### config.mk
export PLATFORM = sky130hd
export DESIGN_NAME = cr_byte_stuffer
export DESIGN_NICKNAME = d
export VERILOG_FILES = /design/src/rtl/cr_byte_stuffer.sv
export SDC_FILE = /design/constraint.sdc
export NUM_CORES = 1
export LEC_CHECK = 0
export ABC_AREA = 1
export BUFFER_PORTS_ARGS = -buffer_cell sky130_fd_sc_hd__buf_4
export CAP_MARGIN = 25
export CORE_MARGIN = 8
export CORE_UTILIZATION = 55
export DETAILED_ROUTE_END_ITERATION = 10
export PLACE_DENSITY = 0.73
export RECOVER_POWER = 50
export SKIP_CTS_REPAIR_TIMING = 1
export SYNTH_ARGS = -nofsm -noshare
export SYNTH_HDL_FRONTEND = slang
export SYNTH_SLANG_ARGS = --single-unit
### constraint.sdc
create_clock -name clk -period 3.3 [get_ports clk]
set_clock_uncertainty 0.15 [all_clocks]
set_input_delay 0.66 -clock clk [delete_from_list [all_inputs] [get_ports clk]]
set_output_delay 0.66 -clock clk [all_outputs]
set_load 0.05 [all_outputs]
### src/rtl/cr_byte_stuffer.sv
// Cr Huffman word FIFO to JPEG byte stream with 0xFF/0x00 stuffing.
// Flushed partial words are padded with 1s up to a byte boundary.
module cr_byte_stuffer #(
    parameter int FIFO_DEPTH = 4
) (
    input  logic        clk,
    input  logic        rst,
    input  logic        word_valid,
    input  logic [31:0] word_in,
    input  logic        eob_flush,
    input  logic [4:0]  flush_bits,
    output logic        in_ready,
    output logic [7:0]  byte_out,
    output logic        byte_valid,
    input  logic        byte_ready,
    output logic        busy,
    output logic        overflow
);

    localparam int AW = $clog2(FIFO_DEPTH);
    localparam logic [AW:0] ONE = 1;
    localparam logic [AW:0] FULL_CNT = (AW+1)'(FIFO_DEPTH);

    typedef enum logic [1:0] {IDLE, EMIT, STUFF} state_t;

    logic [37:0] mem [FIFO_DEPTH];
    logic [AW:0] wr_ptr, rd_ptr, cnt, unread;
    logic        pushed_q;
    logic        push_req, push_ok, load, rel, adv, avail;
    logic [5:0]  push_nbits;
    logic [37:0] head;
    logic [31:0] head_word, pad_word;
    logic [5:0]  head_nbits;
    logic [2:0]  head_bcnt;
    state_t      state, state_n;
    logic [31:0] sreg, sreg_n;
    logic [2:0]  bcnt, bcnt_n;
    logic        ovf_q;

    always_comb begin
        push_req   = 1'b0;
        push_nbits = 6'd32;
        if (eob_flush) begin
            push_req   = (flush_bits != 5'd0);
            push_nbits = {1'b0, flush_bits};
        end else if (word_valid) begin
            push_req = 1'b1;
        end
    end

    // cnt covers the entry held in sreg until its last byte leaves
    assign in_ready = (cnt != FULL_CNT);
    assign push_ok  = push_req & in_ready;
    assign unread   = wr_ptr - rd_ptr;
    assign avail    = (unread > ONE) | ((unread == ONE) & ~pushed_q);

    assign head       = mem[rd_ptr[AW-1:0]];
    assign head_word  = head[37:6];
    assign head_nbits = head[5:0];
    assign pad_word   = head_word | (32'hFFFF_FFFF >> head_nbits);
    assign head_bcnt  = 3'((head_nbits + 6'd7) >> 3);

    always_comb begin
        state_n = state;
        sreg_n  = sreg;
        bcnt_n  = bcnt;
        load    = 1'b0;
        rel     = 1'b0;
        adv     = 1'b0;
        unique case (state)
            IDLE:  if (avail) load = 1'b1;
            EMIT: begin
                if (byte_ready) begin
                    if (sreg[31:24] == 8'hFF) state_n = STUFF;
                    else adv = 1'b1;
                end
            end
            STUFF: if (byte_ready) adv = 1'b1;
            default: state_n = IDLE;
        endcase
        if (adv) begin
            if (bcnt == 3'd1) begin
                rel = 1'b1;
                if (avail) load = 1'b1;
                else state_n = IDLE;
            end else begin
                sreg_n  = sreg << 8;
                bcnt_n  = bcnt - 3'd1;
                state_n = EMIT;
            end
        end
        if (load) begin
            sreg_n  = pad_word;
            bcnt_n  = head_bcnt;
            state_n = EMIT;
        end
    end

    always_ff @(posedge clk) begin
        if (push_ok) mem[wr_ptr[AW-1:0]] <= {word_in, push_nbits};
    end

    always_ff @(posedge clk or negedge rst) begin
        if (!rst) begin
            state    <= IDLE;
            sreg     <= '0;
            bcnt     <= '0;
            wr_ptr   <= '0;
            rd_ptr   <= '0;
            cnt      <= '0;
            pushed_q <= 1'b0;
            ovf_q    <= 1'b0;
        end else begin
            state    <= state_n;
            sreg     <= sreg_n;
            bcnt     <= bcnt_n;
            pushed_q <= push_ok;
            if (push_ok) wr_ptr <= wr_ptr + ONE;
            if (load) rd_ptr <= rd_ptr + ONE;
            if (push_ok & ~rel) cnt <= cnt + ONE;
            else if (~push_ok & rel) cnt <= cnt - ONE;
            if (push_req & ~in_ready) ovf_q <= 1'b1;
        end
    end

    assign byte_valid = (state != IDLE);
    assign byte_out   = (state == STUFF) ? 8'h00 : sreg[31:24];
    assign busy       = (state != IDLE) | (cnt != '0);
    assign overflow   = ovf_q;

endmodule

==> summary.txt, run 1 <==
Final #Nets: 930
final setup vio count: 0
detailed router's first-iteration violation count: 587
die area: 0.02034 mm^2
Final Max Tran Viols: 0
final non-filler cell total: 1102
final worst-path cycle share: 0.8368
Yosys top cell area share: 0.5177
GPL Wtd Cong: 0.8973
largest net degree at the start of global routing: 67
All-Layer GR Usage: 0.1876
overall power: 10760 uW
maximum fanout along the worst path: 18
dpl hpwl: 11550 um
DR WL/cell: 16.77 um
Max transition margin: 0.1827
Max IR drop VDD: 0.5130 mV
min Tclk post-route: 2.762 ns
Worst Reg2Reg Path Length in Cells: 10
Core Box Area: 0.01577 mm^2
# fillers: 1273
number of buffers added on ports: 53
first-pass GRT wire length: 29090 um
Cells after DPL: 1070
startpoint type of the worst setup path: flip-flop
CP Capture Type: flip-flop
Multi-input gate area: 0.002641 mm^2
Worst EP arrival: 2.94 ns
maximum root-to-sink buffer count: 2
Worst EP required: 3.47 ns
FF+latch count, synth: 200
max-cap violations: 0
number of CTS-inserted buffers: 17
worst setup path startpoint: rd_ptr[0]$_DFFE_PN0P_
DR pass1 iterations: 5
worst hold-check path type: input pin to asynchronous set/reset pin
status: finished, final reports clean
antenna-violating nets left: 0
global route overflow: 0
Synth area leader: edfxtp_1
routed vias: 5946
share of cells above drive strength 1: 0.1095
ys flop type: edfxtp_1
Leak: 0.003881 uW
critical path type: flip-flop to flip-flop
register area share after synthesis: 0.6540
Reg clk slew, reported paths: 0.07 ns
Synth Warn #: 0
Vias/cell: 5.396
CTS HTree Levels: 4
register area: 0.005767 mm^2
Fin Setup TNS: 0 ns
CTS root buf: clkbuf_16
clock latency on the worst-skew pair: 0.43 ns
library cells used by synthesis: 41
async set or reset register ratio after synthesis: 0.2400
Post-Synthesis Cell Area: 0.008816 mm^2
I/O pins: 54
Total Wirelength: 18480 um
cells after synthesis: 824
synth-to-layout area growth: 11.41%
Starting Density: 0.5590
vias in the first global route: 5739
Min Hold Slack: 0.3251 ns
final-report hold violation count: 0
CTS tree: built
fmax: 362.1 MHz
Rows: 46
Die X: 142.6 um
Worst R2R Start: rd_ptr[0]$_DFFE_PN0P_
DIE HEIGHT: 142.6 um
EDFF count, synth: 152
diode count: 0
Sinks on Clock Net: 200
DRC: 0
Syn Nets: 881
pwr dens: 1095 mW/mm^2
initial antenna violation count: 0
RSZ-0062 raised after global routing: no
top post-synthesis cells by area: edfxtp_1, dfrtp_1, nand2_1
Slew @ Worst Pin: 1.226 ns
syn avg cell area: 10.70 um^2
[layer usage]
| layer | GRT usage | vias up | share of wire | routed length (um) |
|---|---|---|---|---|
| li1 | - | 2891 | - | - |
| met1 | 0.2507 | 2850 | 0.47 | 8642 |
| met2 | 0.3016 | 179 | 0.47 | 8655 |
| met3 | 0.03254 | 26 | 0.047 | 864 |
| met4 | 0.06991 | 0 | 0.017 | 316 |
| met5 | 0 | - | 0 | 0 |
[placed cells by master, fill, tap and decap left out, types with 2 or more instances in the layout]
cell / instances
a21oi_1: 20
a32o_1: 4
buf_12: 2
buf_4: 28
bufinv_16: 2
clkbuf_1: 37
clkbuf_16: 17
clkinv_1: 4
clkinv_2: 3
clkinv_4: 4
dfrtp_1: 47
edfxtp_1: 152
fa_1: 2
ha_1: 13
inv_1: 42
inv_2: 8
nand2_1: 184
nand2_2: 10
nand2_4: 3
nand3_1: 32
nand3_2: 2
nand4_1: 3
nor2_1: 129
nor2_2: 4
nor2_4: 6
nor3_1: 4
o21ai_0: 59
o21ai_1: 18
o21bai_1: 2
o22ai_1: 25
xnor2_1: 2
xor2_1: 5
[through the flow]
step             util  setup WS, ns  area [um^2]
2_1_floorplan       -      -0.07469         8818
3_3_place_gp   0.5958        0.6075         9395
3_5_place_dp   0.5958        0.5792         9395
4_1_cts        0.6315        0.5554         9960
5_1_grt        0.6228        0.3769         9822
6_report       0.6228        0.5384         9822
[state kept, by name (all words and copies together) (netlist names)]
signal    count
pushed_q      1
wr_ptr        3
bcnt          3
rd_ptr        3
sreg         32
mem         152
state         2
overflow      1
cnt           3
[worst max-delay path, cell delays in order, from the launching register on]
cell      delay [ns]
dfrtp_2         0.51
ha_1            0.23
fa_1            0.48
o21a_1          0.15
nand3_2         0.14
nand2_2         0.12
clkinv_2        0.23
nand2_2         0.34
o21ai_0         0.14
nand2_1         0.10
o21ai_2         0.05
[cell usage after synthesis, types with 8 or more instances]
cell,count
nand2_1,184
edfxtp_1,152
nor2_1,132
o21ai_0,59
dfrtp_1,48
inv_1,42
nand3_1,32
o22ai_1,25
a21oi_1,20
buf_2,19
o21ai_1,18
ha_1,13
nand2_2,10
buf_6,9
inv_2,8
[cells by family after synthesis]
| logic type | Yosys count | share of synthesized area |
|---|---|---|
| AOI/OAI and AO/OA | 133 | 0.08459 |
| adders and majority gates | 15 | 0.02299 |
| buffers and inverters | 87 | 0.04896 |
| DFF | 200 | 0.6540 |
| xor gates and xnor gates | 7 | 0.006954 |
| and+or+nand+nor | 381 | 0.1812 |
| muxes | 1 | 0.001277 |
[cell type report]
| cell class | count | share of cell area |
|---|---|---|
| Multi-Input combinational cell | 537 | 0.2689 |
| Tap cell | 216 | 0.02752 |
| Sequential cell | 200 | 0.5871 |
| Clock buffer | 20 | 0.04446 |
| Timing Repair Buffer | 65 | 0.03898 |
| Inverter | 52 | 0.02000 |
| Clock inverter | 12 | 0.01299 |
[report_power, final]
part | switching, uW | internal [uW]
registers | 312 | 3620
clock network | 875 | 1120
logic | 3410 | 1430
[final timing paths]
path,end,slack [ns]
setup / recovery,bcnt[2]$_DFFE_PN0P_,0.54
hold / removal,cnt[1]$_DFFE_PN0P_,0.33
setup reg to reg,bcnt[2]$_DFFE_PN0P_,0.54
hold reg to reg,sreg[18]$_DFFE_PN0P_,0.33
max in group asynchronous,rd_ptr[0]$_DFFE_PN0P_,1.87
min in group clk,mem[1][20]$_DFFE_PP_,0.33
Note: power is estimated with default switching activity, not from simulation.
==> run 2: changes to the inputs <==
==> constraint.sdc (replaced) <==
create_clock -name clk -period 2.85 [get_ports clk]
set_clock_uncertainty 0.15 [all_clocks]
set_input_delay 0.57 -clock clk [delete_from_list [all_inputs] [get_ports clk]]
set_output_delay 0.57 -clock clk [all_outputs]
set_load 0.05 [all_outputs]
==> run 2 against run 1 <==
Core utilization rose by 0.49 points; die area did not move; power rose by 17%; design area rose by 0.79%; global-route usage rose by 0.43 points; first-iteration DRC count fell by 11%; via count rose by 0.79%; clock power rose by 11%; worst hold slack got worse by 0.094 ns; largest cell class unchanged.
==> summary.txt, run 2 (synthesis results as in run 1) <==
status: finished, final reports clean (unchanged)
clock share of power: 0.176 (was 0.185)
vias in the first global route: 5725 (was 5739)
Core Box Area: 0.01577 mm^2 (unchanged)
worst setup path startpoint: wr_ptr[0]$_DFFE_PN0P_ (was rd_ptr[0]$_DFFE_PN0P_)
Sinks on Clock Net: 200 (unchanged)
All-Layer GR Usage: 0.1919 (was 0.1876)
Final #Nets: 938 (was 930)
sequential power share: 0.359 (was 0.366)
Logic pwr share: 0.466 (was 0.449)
fmax: 394.8 MHz (was 362.1 MHz)
largest net degree at the start of global routing: 78 (was 67)
most frequent cells in the layout: nand2_1, edfxtp_1, nor2_1 (unchanged)
buffers plus inverters on the worst setup path: 2 (was 1)
Largest register FFs: 152 (unchanged)
die area: 0.02034 mm^2 (unchanged)
Top Family by Delay on Critical Path: simple AND/OR/NAND/NOR gates (was adder cells)
max-cap violations: 0 (unchanged)
critical path depth in cells: 11 (was 10)
Crit-path slowest cell: fa_1 (was dfrtp_2)
detailed router's first-iteration violation count: 525 (was 587)
Post-Place Worst Slack: 0.3256 ns (was 0.5792 ns)
Worst Reg2Reg Path Length in Cells: 11 (was 10)
DIE HEIGHT: 142.6 um (unchanged)
maximum fanout along the worst path: 15 (was 18)
diode count: 0 (unchanged)
crit path cell chain: inv_1, ha_1, fa_1, inv_1, nand3_1, nand3_2, nand2_2, nand2_4, nand2_2, nor3_1, nor2_1 (was ha_1, fa_1, o21a_1, nand3_2, nand2_2, clkinv_2, nand2_2, o21ai_0, nand2_1, o21ai_2)
min Tclk post-route: 2.533 ns (was 2.762 ns)
Starting Density: 0.5590 (unchanged)
final-report hold violation count: 0 (unchanged)
Die X: 142.6 um (unchanged)
Max transition margin: 0.1704 (was 0.1827)
Min Hold Slack: 0.2312 ns (was 0.3251 ns)
critical path type: flip-flop to flip-flop (unchanged)
RSZ-0062 raised after global routing: no (unchanged)
Worst R2R Start: wr_ptr[0]$_DFFE_PN0P_ (was rd_ptr[0]$_DFFE_PN0P_)
global route overflow: 0 (unchanged)
dpl hpwl: 12120 um (was 11550 um)
total net switching power: 5440 uW (was 4592 uW)
routed vias: 5993 (was 5946)
Int Pwr: 7144 uW (was 6165 uW)
DR pass1 iterations: 5 (unchanged)
Fin Setup TNS: 0 ns (unchanged)
Slew @ Worst Pin: 1.244 ns (was 1.226 ns)
number of CTS-inserted buffers: 17 (unchanged)
CTS root buf: clkbuf_16 (unchanged)
CTS HTree Levels: 4 (unchanged)
crit-path max cell delay: 0.39 ns (was 0.51 ns)
I/O pins: 54 (unchanged)
synth-to-layout area growth: 12.29% (was 11.41%)
Vias/cell: 5.399 (was 5.396)
worst hold-check path type: input pin to asynchronous set/reset pin (unchanged)
share of cells above drive strength 1: 0.1219 (was 0.1095)
Reg clk slew, reported paths: 0.07 ns (about the same)
Worst Setup EP: sreg[24]$_DFFE_PN0P_ (was bcnt[2]$_DFFE_PN0P_)
pwr dens: 1271 mW/mm^2 (was 1095 mW/mm^2)
GPL Wtd Cong: 0.9454 (was 0.8973)
Leak: 0.003914 uW (was 0.003881 uW)
RR Endpoint: sreg[24]$_DFFE_PN0P_ (was bcnt[2]$_DFFE_PN0P_)
Final Max Tran Viols: 0 (unchanged)
final setup vio count: 0 (unchanged)
Worst EP required: 3.01 ns (was 3.47 ns)
Max IR drop VDD: 0.6545 mV (was 0.5130 mV)
DRC: 0 (unchanged)
CTS tree: built (unchanged)
final worst-path cycle share: 0.8888 (was 0.8368)
R2R Setup Slk: 0.32 ns (was 0.54 ns)
Total Wirelength: 18650 um (was 18480 um)
clock latency on the worst-skew pair: 0.43 ns (about the same)
post-route setup slack: 0.3169 ns (was 0.5384 ns)
startpoint type of the worst setup path: flip-flop (unchanged)
most common cell after layout, fill and taps aside: nand2_1 (unchanged)
Rows: 46 (unchanged)
Switching Fraction: 0.4323 (was 0.4269)
number of buffers added on ports: 53 (unchanged)
CP Capture Type: flip-flop (unchanged)
Worst EP arrival: 2.70 ns (was 2.94 ns)
first-pass GRT wire length: 29840 um (was 29090 um)
initial antenna violation count: 0 (unchanged)
DR WL/cell: 16.80 um (was 16.77 um)
antenna-violating nets left: 0 (unchanged)
maximum root-to-sink buffer count: 2 (unchanged)
## run 2: area by class of cell
class	count	area, um^2
Fill cell	1284	5871
Clock buffer	19	432.9
Timing Repair Buffer	73	476.7
Multi-Input combinational cell	537	2644
Sequential cell	200	5767
Inverter	52	196.4
Clock inverter	13	112.6
Tap cell	216	270.3
## run 2: worst min-delay path by stage
stage                         start              endpoint  slack (ns)  depth (start not counted)
2_1_floorplan                   rst   bcnt[0]$_DFFE_PN0P_        0.12                          0
3_3_place_gp   overflow$_DFFE_PN0P_  overflow$_DFFE_PN0P_        0.31                          1
3_5_place_dp    sreg[5]$_DFFE_PN0P_   sreg[5]$_DFFE_PN0P_        0.32                          2
4_1_cts                         rst  sreg[30]$_DFFE_PN0P_        0.02                          1
5_1_grt                 word_in[19]  mem[2][25]$_DFFE_PP_        0.23                          1
6_report                        rst    cnt[2]$_DFFE_PN0P_        0.23                          1
## run 2: metal layers
metal,GRT usage,share of wire
met1,0.2542,0.45
met2,0.3079,0.49
met3,0.04160,0.051
met4,0.06488,0.015
met5,0,0
## run 2: power groups by stage
stage               sequential, uW  clock [uW]  combinational, uW
finish                        4510        2210               5860
global route                  4590        2360               6490
CTS                           4510        2250               5880
detailed placement            4570           0               5850
global placement              4540           0               5730
floorplan                     4520           0               4280
## run 2: per-stage QoR
step | total power (uW) | cell area [um^2] | instances | util
final | 12580 | 9899 | 1110 | 0.6277
after global routing | 13440 | 9899 | 1110 | 0.6277
after CTS | 12640 | 10040 | 1110 | 0.6365
after detailed placement | 10410 | 9493 | 1078 | 0.6020
after global placement | 10270 | 9493 | 1078 | 0.6020
after floorplan | 8799 | 8818 | 824 | -
==> run 3: changes to the inputs <==
--- a/config.mk
+++ b/config.mk
@@ -11,6 +11,7 @@
 export CORE_MARGIN = 8
 export CORE_UTILIZATION = 55
 export DETAILED_ROUTE_END_ITERATION = 10
+export MAX_ROUTING_LAYER = met4
 export PLACE_DENSITY = 0.73
 export RECOVER_POWER = 50
 export SKIP_CTS_REPAIR_TIMING = 1
==> run 3 against run 2 <==
Critical path depth unchanged; register-to-register slack about the same; non-clock buffer count unchanged; routed wire length increased by 0.15%; power about the same; maximum frequency about the same; sequential power about the same; largest cell class unchanged.
==> summary.txt, run 3 (synthesis results as in run 1) <==
most common cell after layout, fill and taps aside: nand2_1 (unchanged)
worst hold-check path type: input pin to asynchronous set/reset pin (unchanged)
CTS tree: built (unchanged)
Max IR drop VDD: 0.6618 mV (was 0.6545 mV)
fmax: 394.6 MHz (was 394.8 MHz)
number of buffers added on ports: 53 (unchanged)
status: finished, final reports clean (unchanged)
die area: 0.02034 mm^2 (unchanged)
number of CTS-inserted buffers: 17 (unchanged)
synth-to-layout area growth: 12.29% (unchanged)
Sinks on Clock Net: 200 (unchanged)
detailed router's first-iteration violation count: 562 (was 525)
final setup vio count: 0 (unchanged)
dpl hpwl: 12120 um (unchanged)
GPL Wtd Cong: 0.9625 (was 0.9454)
final-report hold violation count: 0 (unchanged)
Leak: 0.003914 uW (unchanged)
clock latency on the worst-skew pair: 0.43 ns (about the same)
Die X: 142.6 um (unchanged)
CTS root buf: clkbuf_16 (unchanged)
vias in the first global route: 5702 (was 5725)
Final #Nets: 938 (unchanged)
final worst-path cycle share: 0.8892 (was 0.8888)
share of cells above drive strength 1: 0.1219 (unchanged)
most frequent cells in the layout: nand2_1, edfxtp_1, nor2_1 (unchanged)
first-pass GRT wire length: 29860 um (was 29840 um)
antenna-violating nets left: 0 (unchanged)
maximum fanout along the worst path: 15 (unchanged)
DRC: 0 (unchanged)
Slew @ Worst Pin: 1.224 ns (was 1.244 ns)
Vias/cell: 5.391 (was 5.399)
Worst Reg2Reg Path Length in Cells: 11 (unchanged)
Rows: 46 (unchanged)
max-cap violations: 0 (unchanged)
initial antenna violation count: 0 (unchanged)
Post-Place Worst Slack: 0.3256 ns (unchanged)
CP Capture Type: flip-flop (unchanged)
Total Wirelength: 18670 um (was 18650 um)
DIE HEIGHT: 142.6 um (unchanged)
largest net degree at the start of global routing: 78 (unchanged)
diode count: 0 (unchanged)
DR WL/cell: 16.82 um (was 16.80 um)
Largest register FFs: 152 (unchanged)
critical path type: flip-flop to flip-flop (unchanged)
post-route setup slack: 0.3159 ns (was 0.3169 ns)
maximum root-to-sink buffer count: 2 (unchanged)
Final Max Tran Viols: 0 (unchanged)
Worst EP arrival: 2.71 ns (was 2.70 ns)
CTS HTree Levels: 4 (unchanged)
Max transition margin: 0.1842 (was 0.1704)
pwr dens: 1271 mW/mm^2 (about the same)
routed vias: 5984 (was 5993)
I/O pins: 54 (unchanged)
Core Box Area: 0.01577 mm^2 (unchanged)
min Tclk post-route: 2.534 ns (was 2.533 ns)
overall power: 12590 uW (was 12580 uW)
R2R Setup Slk: 0.32 ns (about the same)
RSZ-0062 raised after global routing: no (unchanged)
Starting Density: 0.5590 (unchanged)
Worst EP required: 3.03 ns (was 3.01 ns)
startpoint type of the worst setup path: flip-flop (unchanged)
All-Layer GR Usage: 0.1980 (was 0.1919)
DR pass1 iterations: 5 (unchanged)
global route overflow: 0 (unchanged)
Reg clk slew, reported paths: 0.07 ns (about the same)
## run 3: path summary, 6_finish.rpt
| path | from | end |
|---|---|---|
| max in group asynchronous | rst | rd_ptr[0]$_DFFE_PN0P_ |
| setup / recovery | wr_ptr[0]$_DFFE_PN0P_ | bcnt[1]$_DFFE_PN0P_ |
| hold reg to reg | overflow$_DFFE_PN0P_ | overflow$_DFFE_PN0P_ |
| min in group clk | word_in[17] | mem[0][23]$_DFFE_PP_ |
| setup reg to reg | wr_ptr[0]$_DFFE_PN0P_ | bcnt[1]$_DFFE_PN0P_ |
| hold / removal | rst | cnt[2]$_DFFE_PN0P_ |
## run 3: stage by stage
step	area, um^2	util	instances	setup TNS (ns)	hold slack, ns
2_1_floorplan	8818	-	824	-59.81	0.1244
3_3_place_gp	9493	0.6020	1078	0	0.3117
3_5_place_dp	9493	0.6020	1078	0	0.3195
4_1_cts	10040	0.6365	1110	0	0.02208
5_1_grt	9899	0.6277	1110	0	0.2313
6_report	9899	0.6277	1110	0	0.2256
## run 3: report_power, final
| part | internal (uW) | switching [uW] | total (uW) |
|---|---|---|---|
| Clock | 1140 | 1070 | 2210 |
| Combinational | 1810 | 4050 | 5860 |
| Sequential | 4190 | 322 | 4510 |
| Total | 7140 | 5440 | 12600 |
## run 3: layout make-up
class / instances / area, um^2
clock inverter: 13 / 112.6
tap: 216 / 270.3
timing repair buffer: 73 / 476.7
inverter: 52 / 196.4
sequential: 200 / 5767
clock buffer: 19 / 432.9
multi-input combinational: 537 / 2644
fill: 1284 / 5871
## run 3: layer usage
layer / GRT usage / vias up / routed length, um
li1: - / 2911 / -
met1: 0.2576 / 2851 / 8302
met2: 0.3084 / 200 / 9013
met3: 0.04327 / 22 / 1107
met4: 0.05705 / 0 / 250
met5: - / - / 0
## run 3: worst max-delay path, cell delays in order, from the launching register on
cell	delay, ns
dfrtp_1	0.37
inv_1	0.10
ha_1	0.22
fa_1	0.48
o21a_1	0.16
nand3_2	0.14
nand2_2	0.14
nand2_4	0.09
nand2_2	0.27
o21ai_0	0.16
nand2_1	0.09
nand2_1	0.05
